[config.mk]
export PLATFORM = sky130hd
export DESIGN_NAME = character_anim_ctrl
export DESIGN_NICKNAME = d
export VERILOG_FILES = /design/src/rtl/character_anim_ctrl.sv
export SDC_FILE = /design/constraint.sdc
export NUM_CORES = 1
export LEC_CHECK = 0
export BUFFER_PORTS_ARGS = -buffer_cell sky130_fd_sc_hd__buf_2
export CORE_MARGIN = 2
export CORE_UTILIZATION = 34
export CTS_CLUSTER_SIZE = 12
export DETAILED_ROUTE_END_ITERATION = 8
export GPL_ROUTABILITY_DRIVEN = 0
export PLACE_DENSITY = 0.57
export SYNTH_ARGS = -nofsm -noshare
export SYNTH_HDL_FRONTEND = slang
export SYNTH_SLANG_ARGS = --single-unit
[constraint.sdc]
create_clock -name Clk -period 2.3 [get_ports Clk]
set_clock_uncertainty 0.2 [all_clocks]
set_input_delay 0.575 -clock Clk [delete_from_list [all_inputs] [get_ports Clk]]
set_output_delay 0.575 -clock Clk [all_outputs]
set_load 0.03 [all_outputs]
[src/rtl/character_anim_ctrl.sv]
// Animation/motion controller for one character: turns key levels and hit pulses
// into the renderer's state code, sprite frame index and per-tick motion strobes.
module character_anim_ctrl #(
  parameter int TICKS_PER_FRAME  = 4,
  parameter int STAND_FRAMES     = 8,
  parameter int ATTACK_FRAMES    = 9,
  parameter int MOVER_FRAMES     = 5,
  parameter int MOVEL_FRAMES     = 5,
  parameter int HURT_FRAMES      = 4,
  parameter int DEFEND_FRAMES    = 1,
  parameter int ATTACK_HIT_FRAME = 5
) (
  input  logic       Clk,
  input  logic       Reset_n,
  input  logic       frame_clk,
  input  logic       key_left,
  input  logic       key_right,
  input  logic       key_attack,
  input  logic       key_defend,
  input  logic       hurt_in,
  output logic [7:0] character1_state,
  output logic [7:0] frame_num,
  output logic       move_r1,
  output logic       move_l1,
  output logic       hurt,
  output logic       attack_hit,
  output logic       blocked
);

  typedef enum logic [2:0] {
    ST_STAND  = 3'd0,
    ST_ATTACK = 3'd1,
    ST_MOVEL  = 3'd2,
    ST_MOVER  = 3'd3,
    ST_HURT   = 3'd4,
    ST_DEFEND = 3'd5
  } state_t;

  localparam logic [7:0] DIV_LAST = 8'(TICKS_PER_FRAME - 1);
  localparam logic [7:0] HIT_IDX  = 8'(ATTACK_HIT_FRAME);

  logic       r_fsync1;
  logic       r_fsync2;
  logic       r_fprev;
  logic       r_tick;
  logic [7:0] r_div;
  logic       r_hurtPend;
  state_t     r_state;
  logic [7:0] r_frame;

  state_t     w_next;
  logic       w_step;
  logic       w_hurtNew;
  logic       w_pend;
  logic       w_lastFrame;
  logic [7:0] w_frameNext;

  function automatic logic [7:0] lastFrameOf(input state_t s);
    case (s)
      ST_STAND:  return 8'(STAND_FRAMES - 1);
      ST_ATTACK: return 8'(ATTACK_FRAMES - 1);
      ST_MOVEL:  return 8'(MOVEL_FRAMES - 1);
      ST_MOVER:  return 8'(MOVER_FRAMES - 1);
      ST_HURT:   return 8'(HURT_FRAMES - 1);
      ST_DEFEND: return 8'(DEFEND_FRAMES - 1);
      default:   return 8'd0;
    endcase
  endfunction

  assign w_step      = r_tick && (r_div == DIV_LAST);
  // A hit arriving on the step cycle itself must count toward that step's decision.
  assign w_hurtNew   = hurt_in && (r_state != ST_HURT) && (r_state != ST_DEFEND);
  assign w_pend      = r_hurtPend | w_hurtNew;
  assign w_lastFrame = (r_frame == lastFrameOf(r_state));
  assign w_frameNext = w_lastFrame ? 8'd0 : r_frame + 8'd1;

  always_comb begin
    w_next = ST_STAND;
    if (w_pend && (r_state != ST_DEFEND))
      w_next = ST_HURT;
    else if ((r_state == ST_ATTACK) || (r_state == ST_HURT))
      w_next = w_lastFrame ? ST_STAND : r_state;
    else if (key_defend)
      w_next = ST_DEFEND;
    else if (key_attack)
      w_next = ST_ATTACK;
    else if (key_right && !key_left)
      w_next = ST_MOVER;
    else if (key_left && !key_right)
      w_next = ST_MOVEL;
    else
      w_next = ST_STAND;
  end

  always_ff @(posedge Clk or negedge Reset_n) begin
    if (!Reset_n) begin
      r_fsync1   <= 1'b0;
      r_fsync2   <= 1'b0;
      r_fprev    <= 1'b0;
      r_tick     <= 1'b0;
      r_div      <= 8'd0;
      r_hurtPend <= 1'b0;
      r_state    <= ST_STAND;
      r_frame    <= 8'd0;
      move_r1    <= 1'b0;
      move_l1    <= 1'b0;
      hurt       <= 1'b0;
      attack_hit <= 1'b0;
      blocked    <= 1'b0;
    end else begin
      r_fsync1 <= frame_clk;
      r_fsync2 <= r_fsync1;
      r_fprev  <= r_fsync2;
      r_tick   <= r_fsync2 & ~r_fprev;

      move_r1    <= r_tick && (r_state == ST_MOVER);
      move_l1    <= r_tick && (r_state == ST_MOVEL);
      hurt       <= r_tick && (r_state == ST_HURT);
      blocked    <= hurt_in && (r_state == ST_DEFEND);
      attack_hit <= 1'b0;

      if (r_tick)
        r_div <= (r_div == DIV_LAST) ? 8'd0 : r_div + 8'd1;

      // Hits landing while already hurt are discarded (invulnerability window).
      if (r_state == ST_HURT)
        r_hurtPend <= 1'b0;
      else
        r_hurtPend <= w_pend;

      if (w_step) begin
        if (w_next != r_state) begin
          r_state <= w_next;
          r_frame <= 8'd0;
          r_div   <= 8'd0;
        end else begin
          r_frame <= w_frameNext;
          if ((r_state == ST_ATTACK) && (w_frameNext == HIT_IDX))
            attack_hit <= 1'b1;
        end
        if ((w_next == ST_HURT) || (r_state == ST_DEFEND))
          r_hurtPend <= 1'b0;
      end
    end
  end

  assign character1_state = {5'd0, r_state};
  assign frame_num        = r_frame;

endmodule
---- Word level (Yosys, flattened, before mapping) ----
Index checks and enable logic that the tools add are counted.
W data, S select, Z words.
storage, ports and cells
  bits in registers ....................... 29
  latch bits .............................. 0
  bits in writable memories ............... 0
  memory bits (read-only) ................. 0
  input bits .............................. 8
  logic and storage cells ................. 68
  memories kept ........................... 0
operators by class
  add/subtract/negate cells ............... 2
  multipliers ............................. 0
  div/mod/pow operators ................... 0
  order comparisons ....................... 0
  equality and inequality tests ........... 12
  shift-type cells ........................ 0
  multiplexer cells ....................... 20
  bitwise gates (word level) .............. 3
  reductions and logical operators ........ 18
operator list
  kind                   count
  $mux W8                6
  $add A8 B1 Y8 const B  2
  $pmux W4 S4            1
  $mux W3                4
  $logic_and A1 B1 Y1    11
  $eq A3 B3 Y1 const B   3
  $eq A8 B2 Y1 const B   1
  $eq A8 B3 Y1 const B   1
  $eq A8 B8 Y1           1
  $eq A3 B2 Y1 const B   2
  $mux W1                6
  $mux W2                3
  $ne A3 B3 Y1 const B   2
  $eq A3 B1 Y1 const B   1
  $logic_not A3 Y1       1
  $ne A3 B3 Y1           1
  $logic_not A1 Y1       2
  $logic_or A1 B1 Y1     2
  $reduce_and A2 Y1      1
  $reduce_or A2 Y1       1
  $and A1 B1 Y1          1
  $not A1 Y1             1
  $or A1 B1 Y1           1

---- Longest topological paths before layout ----
Gate-level depths: netlist of the first run.
  depth after elaboration ................. 12
  depth in mapped cells ................... 9

---- Worst setup path after synthesis of the first run ----
Ideal clock, no wire load.
  path kind ............................... in2reg
  from .................................... in key_left
  to ...................................... reg r_frame[7] (netlist: frame_num[7])
  data arrival time ....................... 2130 ps
  required time ........................... 2031 ps
  slack ................................... -99 ps
  stages .................................. 9
  cell sequence ........................... inv_1 ha_1 xnor2_1 nand4b_1 o211a_1 a21o_1 buf_6 or4_1 nand3_1
on the way
  longest elaborated chain between the ends .. 9
  elaborated cells on any way between the ends .. 11
  those cells by class .................... 1 x eq/ne; 7 x mux; 3 x reduce/logical
RTL lines
  element                                                         RTL line  RTL
  start: declaration                                              16        input logic key_left,
  $logic_and A1 B1 Y1 / $logic_not A1 Y1 (equally long branches)  89, 87
  $mux W2 / $logic_and A1 B1 Y1 (equally long branches)           89, 87
  $mux W2 (*)                                                     87        else if (key_right && !key_left)
  $mux W2 (*)                                                     85        else if (key_attack)
  $mux W3 (*)                                                     83        else if (key_defend)
  $mux W3 (*)                                                     81        else if ((r_state == ST_ATTACK) || (r_state == ST_HURT))
  $mux W3 (*)                                                     79        if (w_pend && (r_state != ST_DEFEND))
  $ne A3 B3 Y1 (*)                                                132       if (w_next != r_state) begin
  $mux W8 (*)                                                     132
  end signal: assignment                                          137       r_frame <= w_frameNext;
  end: declaration                                                49        logic [7:0] r_frame;
Every way passes the cells marked *; elsewhere a longest branch is shown, timed or not.
A chain may end at the register's enable or synchronous reset.

---- Final worst setup path of the first run ----
  from .................................... reg r_state[1]
  to ...................................... reg r_frame[4] (netlist: frame_num[4])
on the way
  longest elaborated chain between the ends .. 9
  elaborated cells on any way between the ends .. 21
  those cells by class .................... 8 x eq/ne; 6 x mux; 1 x bitwise; 6 x reduce/logical
RTL lines
  element                     RTL line  RTL
  start: declaration          48        state_t r_state;
  start signal: assignment    133       r_state <= w_next;
  $eq A3 B2 Y1                59        case (s)
  $reduce_or A2 Y1 (no line)  --
  $pmux W4 S4                 59
  $eq A8 B8 Y1                74        assign w_lastFrame = (r_frame == lastFrameOf(r_state));
  $mux W3                     82        w_next = w_lastFrame ? ST_STAND : r_state;
  $mux W3                     81
  $mux W3                     79
  $ne A3 B3 Y1                132
  $mux W8 (*)                 132
Marked as above.

==> key figures, run 1 <==
Place
  • Dpl hpwl: 2900 um
  • Port Buffers: 23
  • Placed inst area: 2020 um^2

Job
  • Max-cap violations: 0

Logic synthesis
  • Mapped Area: 1680 um^2
  • Top_reg_cell synth: dfrtp_1
  • Async set-reset flop share out of synthesis: 100%
  • Post-Synthesis Cells: 181
  • Post-synthesis sequential area ratio: 43.1%
  • Yosys warns: 0
  • Number of synthesized flops with an enable pin: 0
  • Synth Register Bits: 29
  • Syn_area_per_cell: 9.30 um^2
  • Netlist cell types: 46

Final layout
  • Sequential cell area: 727 um^2
  • Share of cells above drive strength 1: 30.2%
  • Most common cell after layout, fill and taps aside: buf_4
  • Fillcell total: 483
  • Layout Cell Area excl Fill: 2170 um^2
  • Multi-input gate area: 890 um^2
  • Nets: 242
  • Area grow syn2layout: 28.8%
  • Commonest non-fill, non-tap cells in the layout: buf_4 (29), dfrtp_1 (28), buf_2 (23)
  • ANT cells: 0

Timing
  • Final TNS setup: 0 ps
  • Max-slew headroom: 55.0%
  • Shortest period the worst path allows: 2170 ps
  • Pins Over Slew Limit: 0
  • Pin slew with the least headroom to its limit: 676 ps
  • Crit share post-route: 94.5%
  • Fin. Hold Viols: 0
  • Max Clk Rate: 0.460 GHz
  • # setup viols final: 0

GRT
  • GRT Overall Usage: 16.1%
  • First-pass GRT wire length: 6820 um
  • Vias in the first global route: 1,441
  • Grt total ovfl: 0
  • Largest net degree at the start of global routing: 30
  • Antenna violations before repair: 0

Worst setup path
  • WS Path Type: register to register
  • Worst setup EP type: register
  • Reg2reg setup slack: 130 ps
  • Critical path's top delay family: simple AND/OR/NAND/NOR gates
  • Worst EP arrival: 2180 ps
  • CP Buf/Inv Count: 1
  • Critical Path Start Type: register
  • Worst-path cell chain: buf_6 -> or2b_1 -> a2bb2oi_1 -> o211a_1 -> a21o_1 -> or4_1 -> nand3_1
  • Crit path max fanout: 7
  • Worst Path Required: 2310 ps
  • CP max stage cell: or4_1
  • CP peak stage delay: 470 ps

Floorplan
  • Die Wd: 74.4 um
  • Die area: 5530 um^2
  • I/O Pins: 29
  • Row count: 25
  • Core area: 4750 um^2
  • Starting Density: 35.4%
  • Die height: 74.4 um

Drt
  • Uppermost layer routed: met4
  • WL/cell: 13.4 um
  • First-pass DRT Iterations: 4
  • Post-route ant nets: 0
  • Vias: 1,510
  • Met3 Wirelength: 163 um
  • Wire length on met1: 1970 um
  • Total wire length: 4010 um
  • DRC: 0
  • Met2 Wirelength: 1840 um
  • Via/cell ratio: 5.05
  • Starting DRT DRC Count: 68

Clock tree
  • Root Buffer: clkbuf_8
  • H-Tree Depth: 2
  • Clock latency on the worst-skew pair: 270 ps
  • Hold_buf cts: 0
  • CTS tree: done
  • Clock-pin slew on the worst setup and hold paths: 60 ps
  • CTS Sinks: 29
  • Num CTS Buffers: 5
  • Max clock buf depth: 2

Power and ir drop
  • Worst vdd ir: 0.854 mV
  • Leak pwr: 1.00 nW
  • Pwr Density: 1250 nW/um^2

Worst hold path
  • Worst Hold Class: input port to async pin

Outcome
  • Status: finished clean
==> worst paths after layout <==
kind / end / startpoint / cells past startpoint
setup / recovery: frame_num[4]$_DFFE_PN0P_ / r_state[1]$_DFFE_PN0P_ / 7
hold / removal: blocked$_DFF_PN0_ / Reset_n / 1
setup reg to reg: frame_num[4]$_DFFE_PN0P_ / r_state[1]$_DFFE_PN0P_ / 7
hold reg to reg: r_fsync2$_DFF_PN0_ / r_fsync1$_DFF_PN0_ / 0
max in group asynchronous: r_state[1]$_DFFE_PN0P_ / Reset_n / 1
min in group Clk: r_fsync2$_DFF_PN0_ / r_fsync1$_DFF_PN0_ / 0
==> logic make-up after synthesis <==
family / Yosys count / share of synthesized area, %
simple gates: 77 / 25.9
compound gates: 38 / 14.6
flops: 29 / 43.1
buf+inv: 20 / 6.99
xor+xnor: 11 / 5.73
fa+ha+maj: 3 / 2.23
mux: 2 / 1.19
other cells: 1 / 0.223
==> area by class of cell <==
class                           count  area share, %
Inverter                            6           1.04
Multi-Input combinational cell    136           41.0
Timing Repair Buffer               53           15.9
Clock buffer                        7           4.44
Tap cell                           67           3.87
Sequential cell                    29           33.5
Clock inverter                      1          0.231
==> repair_timing <==
action | in CTS | in global routing
gates resized for setup | 0 | 6
buffers inserted | 0 | 2
setup endpoints to repair | 0 | 9
==> synthesized netlist by cell type (3+ instances only) <==
master,instances,share of area (%)
and3_1,3,1.1
nand3_1,13,3.9
xnor2_1,8,4.2
clkbuf_1,5,1.1
buf_4,5,2.2
nand2b_1,3,1.1
o21ai_0,7,2.1
o31ai_1,3,1.3
o22ai_1,3,1.1
nor3_1,3,0.89
nor4_1,4,1.5
nand2_1,17,3.8
ha_1,3,2.2
xor2_1,3,1.6
or4_1,3,1.3
buf_6,3,2.0
nor2b_1,3,1.1
a31oi_1,6,2.2
a21oi_1,7,2.1
nor2_1,13,2.9
dfrtp_1,29,43
inv_1,6,1.3
nand4_1,3,1.1
==> through the flow <==
step / instances / util [%] / total power, mW / hold slack, ps / setup slack [ps]
finish: 299 / 45.6 / 2.71 / 136 / 126
global placement: 289 / 42.6 / 2.18 / 132 / -106
detailed placement: 289 / 42.6 / 2.19 / 142 / -181
global route: 299 / 45.6 / 2.93 / 165 / -8.46
CTS: 297 / 44.7 / 2.66 / 156 / 13.7
floorplan: 185 / - / 1.69 / 79.4 / 42.3
==> per-layer routing <==
metal	GRT usage, %	up-vias
li1	-	746
met1	22.9	720
met2	24.6	40
met3	3.66	4
met4	4.96	0
met5	0	-
==> power breakdown <==
part,internal (mW),switching (mW)
combinational,0.665,0.796
clock,0.270,0.192
sequential,0.642,0.143
total,1.58,1.13
No activity file was read; power rests on OpenSTA's default activity.
==> run 2: changes to the inputs <==
--- a/config.mk
+++ b/config.mk
@@ -11,7 +11,7 @@
 export CTS_CLUSTER_SIZE = 12
 export DETAILED_ROUTE_END_ITERATION = 8
 export GPL_ROUTABILITY_DRIVEN = 0
-export PLACE_DENSITY = 0.57
+export PLACE_DENSITY = 0.59
 export SYNTH_ARGS = -nofsm -noshare
 export SYNTH_HDL_FRONTEND = slang
 export SYNTH_SLANG_ARGS = --single-unit
==> constraint.sdc (replaced) <==
create_clock -name Clk -period 1.97 [get_ports Clk]
set_clock_uncertainty 0.2 [all_clocks]
set_input_delay 0.4925 -clock Clk [delete_from_list [all_inputs] [get_ports Clk]]
set_output_delay 0.4925 -clock Clk [all_outputs]
set_load 0.03 [all_outputs]
==> run 2 against run 1 <==
- the flow now finishes with violations (setup timing)
- hold slack worse by 14 ps
- critical path depth is 1 higher
- via count is 9.4% higher
- largest cell class unchanged
- largest power group unchanged
==> key figures, run 2 (synthesized netlist as in run 1, its figures left out) <==
Clock tree
  • Root Buffer: clkbuf_8
  • CTS tree: done
  • Max clock buf depth: 2 (unchanged)
  • Clock latency on the worst-skew pair: 280 ps (about the same)
  • CTS Sinks: 29 (unchanged)
  • H-Tree Depth: 2 (unchanged)
  • Num CTS Buffers: 5 (unchanged)
  • Clock-pin slew on the worst setup and hold paths: 60 ps (about the same)

Power and ir drop
  • Leak pwr: 1.11 nW (+11%)
  • Worst vdd ir: 0.851 mV (-0.32%)
  • Pwr Density: 1440 nW/um^2 (+15%)
  • Tot Pwr: 3.51 mW (+30%)

Outcome
  • Status: finished with violations
  • Failing checks: setup timing

GRT
  • GR peak layer: met2
  • Met1 Use GR: 21.2% (-1.7 points)
  • Vias in the first global route: 1,489 (+3.3%)
  • First-pass GRT wire length: 6960 um (+2.0%)
  • Antenna violations before repair: 0 (unchanged)
  • GR Layer Usage met3: 4.20% (+0.54 points)
  • GRT Overall Usage: 16.5% (+0.40 points)
  • Met2 usage: 27.8% (+3.2 points)
  • Grt total ovfl: 0 (unchanged)
  • Largest net degree at the start of global routing: 13 (-57%)

Timing
  • Pins Over Slew Limit: 0 (unchanged)
  • Fin. Hold Viols: 0 (unchanged)
  • Max Clk Rate: 0.452 GHz (-1.8%)
  • RSZ-0062 raised after global routing: true
  • # setup viols final: 11 (+11)
  • Crit share post-route: 112% (+18 points)
  • Final WS setup: -244 ps (-369 ps)
  • Shortest period the worst path allows: 2210 ps (+39.4 ps)

Final layout
  • Layout Cell Area excl Fill: 2440 um^2 (+12%)
  • Commonest non-fill, non-tap cells in the layout: buf_4 (49), dfrtp_1 (22), buf_2 (22)
  • Fillcell total: 481 (-0.41%)
  • Most common cell after layout, fill and taps aside: buf_4
  • Area grow syn2layout: 44.8%
  • Nets: 264 (+9.1%)
  • ANT cells: 0 (unchanged)
  • Share of cells above drive strength 1: 43.3% (+13 points)

Floorplan
  • Die height: 74.4 um (unchanged)
  • Core area: 4750 um^2 (unchanged)
  • Starting Density: 35.4% (unchanged)
  • I/O Pins: 29 (unchanged)
  • Die Wd: 74.4 um (unchanged)
  • Die area: 5530 um^2 (unchanged)
  • Row count: 25 (unchanged)

Drt
  • DRC: 0 (unchanged)
  • Starting DRT DRC Count: 79 (+16%)
  • Via/cell ratio: 5.15 (+1.9%)
  • Total wire length: 4400 um (+9.7%)
  • Vias: 1,652 (+9.4%)
  • WL/cell: 13.7 um (+2.2%)
  • Post-route ant nets: 0 (unchanged)
  • First-pass DRT Iterations: 4 (unchanged)

Worst setup path
  • Crit path max fanout: 6 (-1)
  • Worst Path Required: 1980 ps (-330 ps)
  • WS Path Type: register to register
  • Worst EP arrival: 2220 ps (+40 ps)
  • Reg2reg setup slack: -240 ps (-370 ps)
  • Worst setup EP type: register
  • Critical Path Start Type: register

Place
  • Port Buffers: 23 (unchanged)
  • Placed inst area: 2120 um^2 (+4.7%)
  • Dpl hpwl: 3000 um (+3.3%)

Worst hold path
  • Worst Hold Class: input port to register

Job
  • Max-cap violations: 0 (unchanged)
## run 2: critical path: stages (launching register included)
cell and delay, ps:
dfrtp_2 440, buf_4 150, xnor2_2 140, nand4b_1 100
o211a_1 250, a21o_1 240, buf_4 160, or4_1 400
nand3_1 80
## run 2: path summary, 6_finish.rpt
kind                                         from                       end  depth (start not counted)
max                        r_state[0]$_DFFE_PN0P_  frame_num[4]$_DFFE_PN0P_                          8
min                                     frame_clk        r_fsync1$_DFF_PN0_                          1
max reg2reg                r_state[0]$_DFFE_PN0P_  frame_num[4]$_DFFE_PN0P_                          8
min reg2reg                    r_fsync1$_DFF_PN0_        r_fsync2$_DFF_PN0_                          0
max in group asynchronous                 Reset_n         r_fprev$_DFF_PN0_                          3
min in group asynchronous                 Reset_n        r_div[2]$_DFF_PN0_                          2
## run 2: routing by layer
metal | vias to the layer above | wire (um) | part of all wire [%]
met3 | 8 | 224 | 5.1
met1 | 802 | 1920 | 44
met5 | - | 0 | 0
met2 | 49 | 2170 | 49
met4 | 0 | 83 | 1.9
li1 | 793 | - | -
## run 2: report_power, final
part / internal [mW] / switching, mW / leakage (nW)
clock network: 0.284 / 0.219 / 0.0455
logic: 0.997 / 1.10 / 0.710
registers: 0.757 / 0.158 / 0.356
## run 2: repair_timing
item	in CTS	in global routing
buffers inserted	7	8
pin swaps	3	9
gates cloned	0	0
hold buffers	1	0
resized for setup	9	18
endpoints found under the hold margin	7	0
endpoints found under the setup margin	11	13
## run 2: metrics by stage
stage	hold WS [ps]	setup slack [ps]	std cells	TNS, ps	utilization [%]
after floorplan	-3.09	-167	185	-608	-
after global placement	134	-308	298	-2850	44.6
after detailed placement	145	-392	298	-3470	44.6
after CTS	119	-185	314	-1200	48.6
after global routing	109	-335	321	-2930	51.2
final	122	-244	321	-1670	51.2
## run 2: final cells by class
| type | instances | area (um^2) | share of cell area, % |
|---|---|---|---|
| inverter | 6 | 30.0 | 1.23 |
| tap | 67 | 83.8 | 3.44 |
| sequential | 29 | 734 | 30.1 |
| clock buffer | 8 | 90.1 | 3.70 |
| timing repair buffer | 75 | 518 | 21.3 |
| multi-input combinational | 136 | 980 | 40.2 |
==> run 3: changes to the inputs <==
--- a/config.mk
+++ b/config.mk
@@ -6,12 +6,14 @@
 export NUM_CORES = 1
 export LEC_CHECK = 0
 export BUFFER_PORTS_ARGS = -buffer_cell sky130_fd_sc_hd__buf_2
+export CELL_PAD_IN_SITES_DETAIL_PLACEMENT = 0
+export CELL_PAD_IN_SITES_GLOBAL_PLACEMENT = 1
 export CORE_MARGIN = 2
 export CORE_UTILIZATION = 34
 export CTS_CLUSTER_SIZE = 12
 export DETAILED_ROUTE_END_ITERATION = 8
 export GPL_ROUTABILITY_DRIVEN = 0
-export PLACE_DENSITY = 0.59
+export PLACE_DENSITY = 0.72
 export SYNTH_ARGS = -nofsm -noshare
 export SYNTH_HDL_FRONTEND = slang
 export SYNTH_SLANG_ARGS = --single-unit
==> run 3 against run 2 <==
- the run still ends with setup timing left
- utilization up 0.21 points
- final area up 0.41%
- highest routed layer unchanged
- total power up 1.3%
- critical path depth unchanged
- combinational power about the same
- cell count up 0.62%
- critical path type unchanged
- global-route usage up 0.49 points
- largest cell class unchanged
==> key figures, run 3 (synthesized netlist as in run 1, its figures left out) <==
Timing
  • Shortest period the worst path allows: 2150 ps (-65.0 ps)
  • Crit share post-route: 109% (-3.3 points)
  • Pins Over Slew Limit: 0 (unchanged)
  • Fin. Hold Viols: 0 (unchanged)
  • Final WS setup: -179 ps (+65.0 ps)
  • RSZ-0062 raised after global routing: true
  • # setup viols final: 10 (-1)
  • Max Clk Rate: 0.465 GHz (+3.0%)

GRT
  • Grt total ovfl: 0 (unchanged)
  • First-pass GRT wire length: 7260 um (+4.3%)
  • Vias in the first global route: 1,602 (+7.6%)
  • Antenna violations before repair: 0 (unchanged)
  • GRT Overall Usage: 17.0% (+0.49 points)
  • Largest net degree at the start of global routing: 18 (+5)

Final layout
  • Share of cells above drive strength 1: 43.0% (-0.34 points)
  • Area grow syn2layout: 45.4%
  • Core Util, Final: 51.4% (+0.21 points)
  • ANT cells: 0 (unchanged)
  • Post-route non-filler standard cell count: 323 (+0.62%)
  • Nets: 266 (+0.76%)
  • Most common cell after layout, fill and taps aside: buf_4
  • Commonest non-fill, non-tap cells in the layout: buf_4 (51), dfrtp_1 (22), buf_2 (22)

Floorplan
  • Die height: 74.4 um (unchanged)
  • Core area: 4750 um^2 (unchanged)
  • I/O Pins: 29 (unchanged)
  • Starting Density: 35.4% (unchanged)
  • Row count: 25 (unchanged)
  • Die area: 5530 um^2 (unchanged)
  • Die Wd: 74.4 um (unchanged)

Drt
  • First-pass DRT Iterations: 4 (unchanged)
  • Vias: 1,575 (-4.7%)
  • Met2 Wirelength: 2030 um (-6.6%)
  • WL/cell: 12.9 um (-5.8%)
  • Wire length on met1: 1930 um (+0.36%)
  • Met3 Wirelength: 185 um (-17%)
  • Via/cell ratio: 4.88 (-5.3%)
  • Uppermost layer routed: met4
  • Post-route ant nets: 0 (unchanged)
  • DRC: 0 (unchanged)
  • Starting DRT DRC Count: 61 (-23%)
  • Total wire length: 4170 um (-5.2%)

Clock tree
  • Root Buffer: clkbuf_8
  • Clock-pin slew on the worst setup and hold paths: 70 ps (about the same)
  • CTS tree: done
  • Clock latency on the worst-skew pair: 280 ps (about the same)
  • Max clock buf depth: 2 (unchanged)
  • H-Tree Depth: 2 (unchanged)
  • Num CTS Buffers: 5 (unchanged)
  • CTS Sinks: 29 (unchanged)

Worst setup path
  • Worst Path Required: 1980 ps (about the same)
  • Crit path max fanout: 9 (+3)
  • Worst setup EP type: register
  • Critical Path Start Type: register
  • Worst EP arrival: 2160 ps (-60 ps)
  • WS Path Type: register to register

Outcome
  • Status: finished with violations
  • Failing checks: setup timing

Place
  • Dpl hpwl: 3100 um (+3.4%)
  • Cell count after placement: 302 (+1.3%)
  • Setup WS pre-CTS: -354 ps (+38.2 ps)
  • Port Buffers: 23 (unchanged)

Job
  • Max-cap violations: 0 (unchanged)

Power and ir drop
  • Leak pwr: 1.11 nW (+0.22%)
  • Worst vdd ir: 0.843 mV (-0.95%)
  • Pwr Density: 1450 nW/um^2 (+0.86%)

Worst hold path
  • Worst Hold Class: input port to register
[run 3: layout make-up]
class                      count  area [um^2]
fill                         452         2310
multi-input combinational    136          960
sequential                    29          734
timing repair buffer          77          537
clock buffer                   7         96.3
tap                           67         83.8
inverter                       6         30.0
clock inverter                 1         5.00
[run 3: metal layers]
metal | up-vias | global-route usage [%]
li1 | 792 | -
met4 | 0 | 4.76
met5 | - | 0
met1 | 745 | 22.7
met2 | 34 | 27.9
met3 | 4 | 4.07
[run 3: worst max-delay path, stage by stage (launching register included)]
cell,delay [ps]
dfrtp_2,490
buf_4,180
nor2_4,100
and2_1,170
a211oi_2,90
a21o_1,220
buf_4,150
or4_1,390
nand3_1,80
[run 3: what timing repair did]
action / in CTS / in global routing
pin swaps: 9 / 6
buffers inserted: 10 / 2
gates resized for setup: 15 / 7
hold buffers: 1 / 0
gates cloned: 0 / 0
setup endpoints to repair: 9 / 13
endpoints found under the hold margin: 15 / 0
[run 3: report_power, final]
part | leakage (nW) | internal (mW) | switching [mW]
combinational | 0.704 | 1.02 | 1.06
clock | 0.0542 | 0.315 | 0.224
sequential | 0.356 | 0.757 | 0.180
[run 3: final timing paths]
check	slack (ps)	to	from	cells after the start
max in group asynchronous	640	move_l1$_DFF_PN0_	Reset_n	3
hold reg to reg	150	r_fsync2$_DFF_PN0_	r_fsync1$_DFF_PN0_	0
hold / removal	120	r_fsync1$_DFF_PN0_	frame_clk	1
setup / recovery	-180	frame_num[4]$_DFFE_PN0P_	r_state[0]$_DFFE_PN0P_	8
setup reg to reg	-180	frame_num[4]$_DFFE_PN0P_	r_state[0]$_DFFE_PN0P_	8
min in group asynchronous	470	blocked$_DFF_PN0_	Reset_n	2
[run 3: through the flow]
step	hold WS, ps	total power, mW	TNS, ps	cell area [um^2]
after global routing	121	3.81	-2090	2450
after floorplan	-3.09	2.01	-608	1740
after detailed placement	137	2.66	-3030	2150
after CTS	115	3.43	-784	2380
final	123	3.55	-1050	2450
after global placement	134	2.64	-2590	2150
